===== config.mk =====
export PLATFORM = sky130hd
export DESIGN_NAME = hcsr04_measurement_scheduler_flat
export DESIGN_NICKNAME = d
export VERILOG_FILES = /design/src/rtl/hcsr04_measurement_scheduler_if.sv /design/src/rtl/hcsr04_measurement_scheduler.sv /design/src/flat_wrapper.sv
export SDC_FILE = /design/constraint.sdc
export NUM_CORES = 1
export LEC_CHECK = 0
export ABC_AREA = 1
export CAP_MARGIN = 40
export CORE_MARGIN = 3
export CORE_UTILIZATION = 55
export CTS_CLUSTER_DIAMETER = 50
export DETAILED_ROUTE_END_ITERATION = 8
export HOLD_SLACK_MARGIN = 0.08
export PLACE_DENSITY = 0.77
export SLEW_MARGIN = 20
export SYNTH_ARGS = -nofsm -noshare
export SYNTH_HDL_FRONTEND = slang
export SYNTH_SLANG_ARGS = --single-unit

===== constraint.sdc =====
create_clock -name Clk_i -period 4.7 [get_ports Clk_i]
set_clock_uncertainty 0.1 [all_clocks]
set_input_delay 0.94 -clock Clk_i [delete_from_list [all_inputs] [get_ports Clk_i]]
set_output_delay 0.94 -clock Clk_i [all_outputs]
set_load 0.05 [all_outputs]

===== src/rtl/hcsr04_measurement_scheduler_if.sv =====
// ---------------------------------------------------------------------------
// hcsr04_measurement_scheduler_if
// Groups the two handshakes that the ranging scheduler controls:
//   - echo measurer side : Meas_start_o (arm pulse), Meas_done_i / Meas_data_i
//   - UART side          : Data_available_o (strobe), Data_o (BCD distance)
// Modports:
//   master : the scheduler (drives arm pulse, strobe and distance)
//   slave  : the surrounding blocks (drive done pulse and measured distance)
// ---------------------------------------------------------------------------
interface hcsr04_measurement_scheduler_if #(
   parameter int DATA_W = 12
);
   logic              Meas_done_i;
   logic [DATA_W-1:0] Meas_data_i;
   logic              Meas_start_o;
   logic              Data_available_o;
   logic [DATA_W-1:0] Data_o;

   modport master (
      input  Meas_done_i, Meas_data_i,
      output Meas_start_o, Data_available_o, Data_o
   );

   modport slave (
      output Meas_done_i, Meas_data_i,
      input  Meas_start_o, Data_available_o, Data_o
   );
endinterface


===== src/rtl/hcsr04_measurement_scheduler.sv =====
// ---------------------------------------------------------------------------
// hcsr04_measurement_scheduler
// Runs the HC-SR04 ranging loop: trigger pulse, arm echo measurement, wait for
// a result or a timeout, hand one 3-digit BCD distance to the UART, then hold
// off until the fixed-length UART message has left the wire.
// Ports:
//   Clk_i          system clock
//   Reset_i        synchronous, active-low reset
//   Enable_i       level, 1 = continuous periodic measurement
//   Single_shot_i  pulse, one measurement request (honoured only when idle)
//   bus            measurer/UART handshakes (master modport)
//   Trigger_o      HC-SR04 trigger pulse
//   Busy_o         1 whenever a measurement cycle is in progress
//   Timeout_cnt_o  number of echo timeouts, saturating at 255
// All outputs are registered.
// ---------------------------------------------------------------------------
module hcsr04_measurement_scheduler #(
   parameter int TRIG_CYCLES         = 500,
   parameter int ECHO_TIMEOUT_CYCLES = 1_500_000,
   parameter int UART_HOLD_CYCLES    = 416_640,
   parameter int PERIOD_CYCLES       = 3_000_000,
   parameter int CNT_W               = 24,
   parameter int DATA_W              = 12
) (
   input  logic                                  Clk_i,
   input  logic                                  Reset_i,
   input  logic                                  Enable_i,
   input  logic                                  Single_shot_i,
   hcsr04_measurement_scheduler_if.master        bus,
   output logic                                  Trigger_o,
   output logic                                  Busy_o,
   output logic [7:0]                            Timeout_cnt_o
);

   typedef enum logic [2:0] {
      S_IDLE,
      S_TRIGGER,
      S_WAIT_ECHO,
      S_SEND,
      S_HOLD,
      S_GAP
   } state_t;

   // Terminal counts: a state lasting N cycles leaves when state_cnt == N-1.
   localparam logic [CNT_W-1:0]  TRIG_LAST    = CNT_W'(TRIG_CYCLES - 1);
   localparam logic [CNT_W-1:0]  TIMEOUT_LAST = CNT_W'(ECHO_TIMEOUT_CYCLES - 1);
   localparam logic [CNT_W-1:0]  HOLD_LAST    = CNT_W'(UART_HOLD_CYCLES - 1);
   localparam logic [CNT_W-1:0]  PERIOD_LAST  = CNT_W'(PERIOD_CYCLES - 1);
   localparam logic [DATA_W-1:0] TIMEOUT_DATA = DATA_W'(12'h999);

   function automatic logic [CNT_W-1:0] sat_inc_cnt(input logic [CNT_W-1:0] v);
      return (&v) ? v : v + CNT_W'(1);
   endfunction

   function automatic logic [7:0] sat_inc_8(input logic [7:0] v);
      return (&v) ? v : v + 8'd1;
   endfunction

   state_t              state_q, state_d;
   logic [CNT_W-1:0]    state_cnt_q, state_cnt_d;
   logic [CNT_W-1:0]    period_cnt_q, period_cnt_d;
   logic [DATA_W-1:0]   data_q, data_d;
   logic [7:0]          tcnt_q, tcnt_d;
   logic                trigger_q, trigger_d;
   logic                meas_start_q, meas_start_d;
   logic                dav_q, dav_d;
   logic                busy_q, busy_d;

   always_comb begin
      state_d = state_q;
      data_d  = data_q;
      tcnt_d  = tcnt_q;

      case (state_q)
         S_IDLE: begin
            if (Enable_i || Single_shot_i) state_d = S_TRIGGER;
         end
         S_TRIGGER: begin
            if (state_cnt_q == TRIG_LAST) state_d = S_WAIT_ECHO;
         end
         S_WAIT_ECHO: begin
            // A result arriving on the timeout cycle still counts as a result.
            if (bus.Meas_done_i) begin
               data_d  = bus.Meas_data_i;
               state_d = S_SEND;
            end else if (state_cnt_q == TIMEOUT_LAST) begin
               data_d  = TIMEOUT_DATA;
               tcnt_d  = sat_inc_8(tcnt_q);
               state_d = S_SEND;
            end
         end
         S_SEND: begin
            state_d = S_HOLD;
         end
         S_HOLD: begin
            if (state_cnt_q == HOLD_LAST) state_d = S_GAP;
         end
         S_GAP: begin
            // >= so that an overrun period retriggers on the next edge.
            if (!Enable_i)                       state_d = S_IDLE;
            else if (period_cnt_q >= PERIOD_LAST) state_d = S_TRIGGER;
         end
         default: begin
            state_d = S_IDLE;
         end
      endcase

      state_cnt_d  = (state_d != state_q) ? '0 : state_cnt_q + CNT_W'(1);
      period_cnt_d = (state_d == S_TRIGGER && state_q != S_TRIGGER) ? '0
                                                                     : sat_inc_cnt(period_cnt_q);

      // Outputs are decoded from the next state so they register with it.
      trigger_d    = (state_d == S_TRIGGER);
      meas_start_d = (state_q == S_TRIGGER) && (state_d == S_WAIT_ECHO);
      dav_d        = (state_d == S_SEND);
      busy_d       = (state_d != S_IDLE);
   end

   always_ff @(posedge Clk_i) begin
      if (!Reset_i) begin
         state_q      <= S_IDLE;
         state_cnt_q  <= '0;
         period_cnt_q <= '0;
         data_q       <= '0;
         tcnt_q       <= '0;
         trigger_q    <= 1'b0;
         meas_start_q <= 1'b0;
         dav_q        <= 1'b0;
         busy_q       <= 1'b0;
      end else begin
         state_q      <= state_d;
         state_cnt_q  <= state_cnt_d;
         period_cnt_q <= period_cnt_d;
         data_q       <= data_d;
         tcnt_q       <= tcnt_d;
         trigger_q    <= trigger_d;
         meas_start_q <= meas_start_d;
         dav_q        <= dav_d;
         busy_q       <= busy_d;
      end
   end

   assign Trigger_o            = trigger_q;
   assign Busy_o               = busy_q;
   assign Timeout_cnt_o        = tcnt_q;
   assign bus.Meas_start_o     = meas_start_q;
   assign bus.Data_available_o = dav_q;
   assign bus.Data_o           = data_q;

endmodule


===== src/flat_wrapper.sv =====
// flat-port wrapper written by rule: the top's interface ports become plain ports
module hcsr04_measurement_scheduler_flat 
#(
   parameter int TRIG_CYCLES         = 500,
   parameter int ECHO_TIMEOUT_CYCLES = 1_500_000,
   parameter int UART_HOLD_CYCLES    = 416_640,
   parameter int PERIOD_CYCLES       = 3_000_000,
   parameter int CNT_W               = 24,
   parameter int DATA_W              = 12
)
  (Clk_i, Reset_i, Enable_i, Single_shot_i, Trigger_o, Busy_o, Timeout_cnt_o, bus_Meas_done_i, bus_Meas_data_i, bus_Meas_start_o, bus_Data_available_o, bus_Data_o);
  hcsr04_measurement_scheduler_if #(.DATA_W(DATA_W)) bus_i ();
  input  logic Clk_i;
  input  logic Reset_i;
  input  logic Enable_i;
  input  logic Single_shot_i;
  output logic Trigger_o;
  output logic Busy_o;
  output logic [7:0] Timeout_cnt_o;
  input wire logic [$bits(bus_i.Meas_done_i)-1:0] bus_Meas_done_i;
  input wire logic [$bits(bus_i.Meas_data_i)-1:0] bus_Meas_data_i;
  output wire logic [$bits(bus_i.Meas_start_o)-1:0] bus_Meas_start_o;
  output wire logic [$bits(bus_i.Data_available_o)-1:0] bus_Data_available_o;
  output wire logic [$bits(bus_i.Data_o)-1:0] bus_Data_o;
  assign bus_i.Meas_done_i = bus_Meas_done_i;
  assign bus_i.Meas_data_i = bus_Meas_data_i;
  assign bus_Meas_start_o = bus_i.Meas_start_o;
  assign bus_Data_available_o = bus_i.Data_available_o;
  assign bus_Data_o = bus_i.Data_o;
  hcsr04_measurement_scheduler #(.TRIG_CYCLES(TRIG_CYCLES), .ECHO_TIMEOUT_CYCLES(ECHO_TIMEOUT_CYCLES), .UART_HOLD_CYCLES(UART_HOLD_CYCLES), .PERIOD_CYCLES(PERIOD_CYCLES), .CNT_W(CNT_W), .DATA_W(DATA_W)) u_core (.Clk_i(Clk_i), .Reset_i(Reset_i), .Enable_i(Enable_i), .Single_shot_i(Single_shot_i), .bus(bus_i), .Trigger_o(Trigger_o), .Busy_o(Busy_o), .Timeout_cnt_o(Timeout_cnt_o));
endmodule

---- After elaboration in Yosys (flattened, before gate mapping) ----
Index checks and enable logic that the tools add are counted.
storage, ports and cells
  bits in latches ......................... 0
  memories ................................ 0
  logic and storage cells ................. 51
  output and inout port bits .............. 24
  register bits after elaboration ......... 75
  ROM bits ................................ 0
  input bits .............................. 17
  bits in writable memories ............... 0
cells by class
  bitwise gates (word level) .............. 3
  div/mod/pow operators ................... 0
  $mul .................................... 0
  magnitude comparators ................... 1
  multiplexer cells ....................... 10
  add/sub/neg operators ................... 3
  shifts and indexed selects .............. 0
  equality and inequality tests ........... 13
  reductions and logical operators ........ 12
operator list
  operator                 count
  $add A24 B1 Y24 const B  2
  $eq A24 B19 Y1 const B   1
  $eq A24 B21 Y1 const B   1
  $eq A24 B9 Y1 const B    1
  $ge A24 B22 Y1 const B   1
  $mux W12                 2
  $reduce_and A24 Y1       1
  $mux W3                  7
  $pmux W3 S6              1
  $eq A3 B2 Y1 const B     4
  $add A8 B1 Y8 const B    1
  $reduce_and A8 Y1        1
  $eq A3 B1 Y1 const B     2
  $eq A3 B3 Y1 const B     2
  $reduce_and A4 Y1        1
  $reduce_or A2 Y1         2
  $logic_not A3 Y1         1
  $ne A3 B1 Y1 const B     1
  $ne A3 B3 Y1             1
  $not A1 Y1               3
  $reduce_bool A3 Y1       1
  $logic_and A1 B1 Y1      2
  $reduce_and A2 Y1        1
  $reduce_bool A2 Y1       1
  $logic_or A1 B1 Y1       1

---- Depth between registers and ports, before layout ----
  depth after elaboration ................. 7
  mapped depth ............................ 13
  depth with buffers taken out ............ 12

---- Worst setup path after synthesis ----
No wires, ideal clock.
  path type ............................... input-to-reg
  start point ............................. in bus_Meas_done_i
  end point ............................... reg u_core.state_cnt_q[8]
  library setup time ...................... 0.120 ns
  buffers on the path ..................... 2
  data required time ...................... 4.480 ns
  stages on the path ...................... 8
  arrival ................................. 1.852 ns
  path slack .............................. 2.628 ns
  cell sequence ........................... inv_1 nor2_2 nor2_1 buf_6 nand3_2 nand2_4 buf_6 nor3_2
between the ends
  longest elaborated chain between the ends .. 4
ends and longest elaborated chain
  item                               RTL line                             RTL
  from (decl)                        flat_wrapper.sv:20                   input wire logic [$bits(bus_i.Meas_done_i)-1:0] bus_Meas_done_i;
  $mux W3                            hcsr04_measurement_scheduler.sv:83   if (bus.Meas_done_i) begin
  $pmux W3 S6                        hcsr04_measurement_scheduler.sv:74   case (state_q)
  $ne A3 B3 Y1                       hcsr04_measurement_scheduler.sv:108  state_cnt_d = (state_d != state_q) ? '0 : state_cnt_q + CNT_W'(1);
  $reduce_or A2 Y1 (no source line)  n/a
  to (signal assigned)               hcsr04_measurement_scheduler.sv:132  state_cnt_q <= state_cnt_d;
  to (decl)                          hcsr04_measurement_scheduler.sv:60   logic [CNT_W-1:0] state_cnt_q, state_cnt_d;
Every way passes these cells.
A chain may end at the register's enable or synchronous reset.

---- Final worst setup path ----
  start point ............................. in bus_Meas_done_i
  end point ............................... reg u_core.state_cnt_q[1]
Same word-level chain as after synthesis.

==> summary.txt <==
Critical path
  – Slowest stage delay, CP: about 0.58 ns
  – Critical Path Fanout Max: 24
  – Critical path endpoint: u_core.state_cnt_q[1]
  – Worst R2R Start: u_core.state_cnt_q[0]
  – Slowest cell on the critical path: nor2_1
  – Cell Chain, Critical Path: clkdlybuf4s50_1, inv_1, nor2_2, nor2_1, nand2_1, nand2_2, nand2_4, nor3_1
  – Critical path depth: 8
  – Required @ worst endpoint: 4.87 ns
  – Crit path kind: in -> reg
  – Crit path capture type: flop
  – FF-to-FF setup slack: ~2.2 ns
  – Launch point of the worst path: bus_Meas_done_i
  – Critical path buffers and inverters: 2
  – Setup crit start kind: input pin
  – CP arrival: 3.02 ns
  – Critical path's top delay family: simple AND/OR/NAND/NOR gates
  – Reg2Reg Capture Point: u_core.state_cnt_q[1]
  – Reg2reg path depth: 10

STA
  – # setup viols final: 0
  – Fin crit share: 60.7%
  – Fin crit period: 2.85 ns
  – Hold Vio Cnt, Final: 0
  – Slew @ Worst Pin: 0.886 ns
  – Fmax: 351 MHz
  – RSZ-0062 raised after global routing: false
  – Count of pins over their slew limit: 0
  – Setup TNS: 0 ns
  – Slew Limit Headroom: 40.5%

Clock network
  – CTS Buf Count: 9
  – Clk buf depth: 2
  – Root Driver: clkbuf_8
  – Clk_lat worst skew: between 0.3 and 0.4 ns
  – Post_cts resized: 0
  – Reg clk slew, reported paths: 0.08 ns
  – Clk sinks: 75
  – Hold buffer count at cts: 0
  – CTS H-tree lvls: 3
  – Post-CTS setup buffers: 0
  – CTS tree: yes

Finish
  – Nets: 656
  – Commonest non-fill, non-tap cell in the layout: nand2_1
  – Final Instance Area: 4800 um2
  – ANT cells: 0
  – Most frequent cells in the layout: nand2_1, nor2_1, dfxtp_1
  – Share of layout cells above drive strength 1: 9.69%
  – Fin cells: 739
  – Area grow syn2layout: 15.1%

Pwr
  – Peak VDD IR: 223 uV
  – Power density over the cells: 262 nW/um2
  – Clk pwr share: 42.2%
  – Sequential share of power: between 50% and 60%
  – Total internal power: 963 uW
  – Psw: 297 uW
  – Final Power: 1260 uW
  – Switching share of power: 23.6%
  – P_leak: 0.00178 uW
  – Combinational power share: 6.6%

Synthesis
  – YS warnings: 0
  – Number of synthesized register bits: 75
  – Count of different cell masters after synthesis: 28
  – Post-Synthesis Cell Area: around 4200 um2
  – Syn Area/Cell: 6.98 um2
  – Seq/Total Area, Yosys: 36.0%
  – Post-Synthesis Cells: 598
  – Syn nets: 618

Placement
  – Placed cell area: ~4600 um2
  – PortBufs: 40
  – Total placed cells including tap cells: 724
  – Post-DP HPWL: 6890 um
  – Placer congestion estimate: slightly above 0.9

Global route
  – Remaining Overflow, GRT: 0
  – Initial antenna violation count: 0
  – GR peak layer: met2
  – Global routing usage on met2: around two fifths
  – First-pass GRT wire length: 16000 um
  – Global Route met3 Usage: 4.59%
  – Total Routing Usage GR: roughly 23%
  – Met1 usage: between 20% and 30%
  – Largest net degree at the start of global routing: 25
  – Vias in the first global route: between 3000 and 4000

Die
  – Die area: 8670 um2
  – Placeable core area: 7290 um2
  – Die H: 93.1 um
  – Top-Level Pins: between 40 and 50
  – Starting Density: 57.2%
  – Die width: approximately 93 um
  – Row cnt: 31

Routing
  – Iteration-0 DRC Markers: 169
  – Routed wire length: 9190 um
  – Drt wl/cell: 12.4 um
  – DRC viols: 0
  – Via Count: 3729
  – Antenna Nets Post-Route: 0
  – TritonRoute pass-1 iters: 7
  – Via/cell ratio: 5.05

Hold path
  – Worst Hold Class: reg -> reg
  – Hold Path Stages: 1

Run
  – Max-capacitance violation count: 0

Outcome
  – Outcome: finished, final reports clean
stage by stage:
step	utilization [%]	worst slack [ns]	hold slack (ns)
3_3_place_gp	63.0	1.59	0.346
6_report	65.9	1.85	0.363
2_1_floorplan	-	2.63	0.328
4_1_cts	65.9	1.82	0.364
3_5_place_dp	63.0	1.45	0.353
5_1_grt	65.9	1.61	0.396
kinds of logic (layout without fill, tap and decap cells):
| kind of cell | Yosys count | after routing | synth area share [%] |
|---|---|---|---|
| compound gates | 29 | 29 | 3.78 |
| flops | 75 | 75 | 36.0 |
| fa+ha+maj | 3 | 3 | 0.900 |
| buf+inv | 95 | 137 | 9.77 |
| xor+xnor | 49 | 49 | 10.3 |
| simple gates | 347 | 347 | 39.3 |
worst register-to-register path: stages, from the launching register on:
cell and delay [ns]:
dfxtp_1 0.33, ha_1 0.27, nand3_2 0.15, inv_2 0.07, nand4_1 0.09, nor2_1 0.06
nor2_1 0.55, nand2_1 0.22, nand2_2 0.12, nand2_4 0.21, nor3_1 0.22
area by class of cell:
class | instances | area [um2]
clock buffer | 10 | 128
multi-input combinational | 428 | 2260
clock inverter | 5 | 78.8
fill | 685 | 2490
sequential | 75 | 1500
timing repair buffer | 40 | 400
inverter | 82 | 308
tap | 99 | 124
power by group through the flow:
stage,Clock [uW],Combinational (uW),Sequential [uW]
after global placement,0,81.0,661
after CTS,540,84.3,646
after global routing,563,92.1,647
after floorplan,0,59.6,666
after detailed placement,0,84.0,661
final,532,83.1,646
cells in the mapped netlist:
library cell  instances  area (um2)
nor2_4                1        11.3
nor4_1                3        18.8
nand2_2               4        25.0
nand3b_1              2        15.0
a21oi_1              20         100
buf_2                 2        10.0
inv_2                 9        33.8
nand2_4               2        22.5
nand3_2               3        30.0
buf_6                 5        56.3
nor3_2               22         220
ha_1                  3        37.5
buf_4                 3        22.5
o21ai_1               1        5.00
nand3_1              28         140
nor4_4                1        21.3
clkbuf_1              3        11.3
xor2_1               39         342
nand2_1             126         473
dfxtp_1              75        1500
nor2_1              112         420
nor2_2                6        37.5
nor3_1               22         110
inv_1                73         274
nand4_1              15        93.8
o21ai_0               3        15.0
xnor2_1              10        87.6
o211ai_1              5        37.5
registers in the layout, indices dropped and copies added, names as in the netlist:
register and flops:
u_core.period_cnt_q 24, u_core.state_cnt_q 24, u_core.bus.Data_o 12, u_core.Timeout_cnt_o 8, u_core.state_q 3, u_core.Busy_o 1, u_core.Trigger_o 1, u_core.bus.Data_available_o 1
u_core.bus.Meas_start_o 1
layer usage:
metal | vias up | part of all wire [%]
met3 | 19 | 2.9
met5 | - | 0
met4 | 0 | 1.4
met2 | 55 | 52
met1 | 1707 | 44
li1 | 1948 | -
how the worst min path moves through the flow:
stage / startpoint / to / slack (ns)
after floorplan: u_core.state_cnt_q[0] / u_core.state_cnt_q[0] / 0.33
after global placement: u_core.state_cnt_q[0] / u_core.state_cnt_q[0] / 0.35
after detailed placement: u_core.state_cnt_q[0] / u_core.state_cnt_q[0] / 0.35
after CTS: u_core.state_cnt_q[0] / u_core.state_cnt_q[0] / 0.36
after global routing: u_core.state_cnt_q[0] / u_core.state_cnt_q[0] / 0.40
final: u_core.state_cnt_q[0] / u_core.state_cnt_q[0] / 0.36
(Power assumes the default switching activity.)
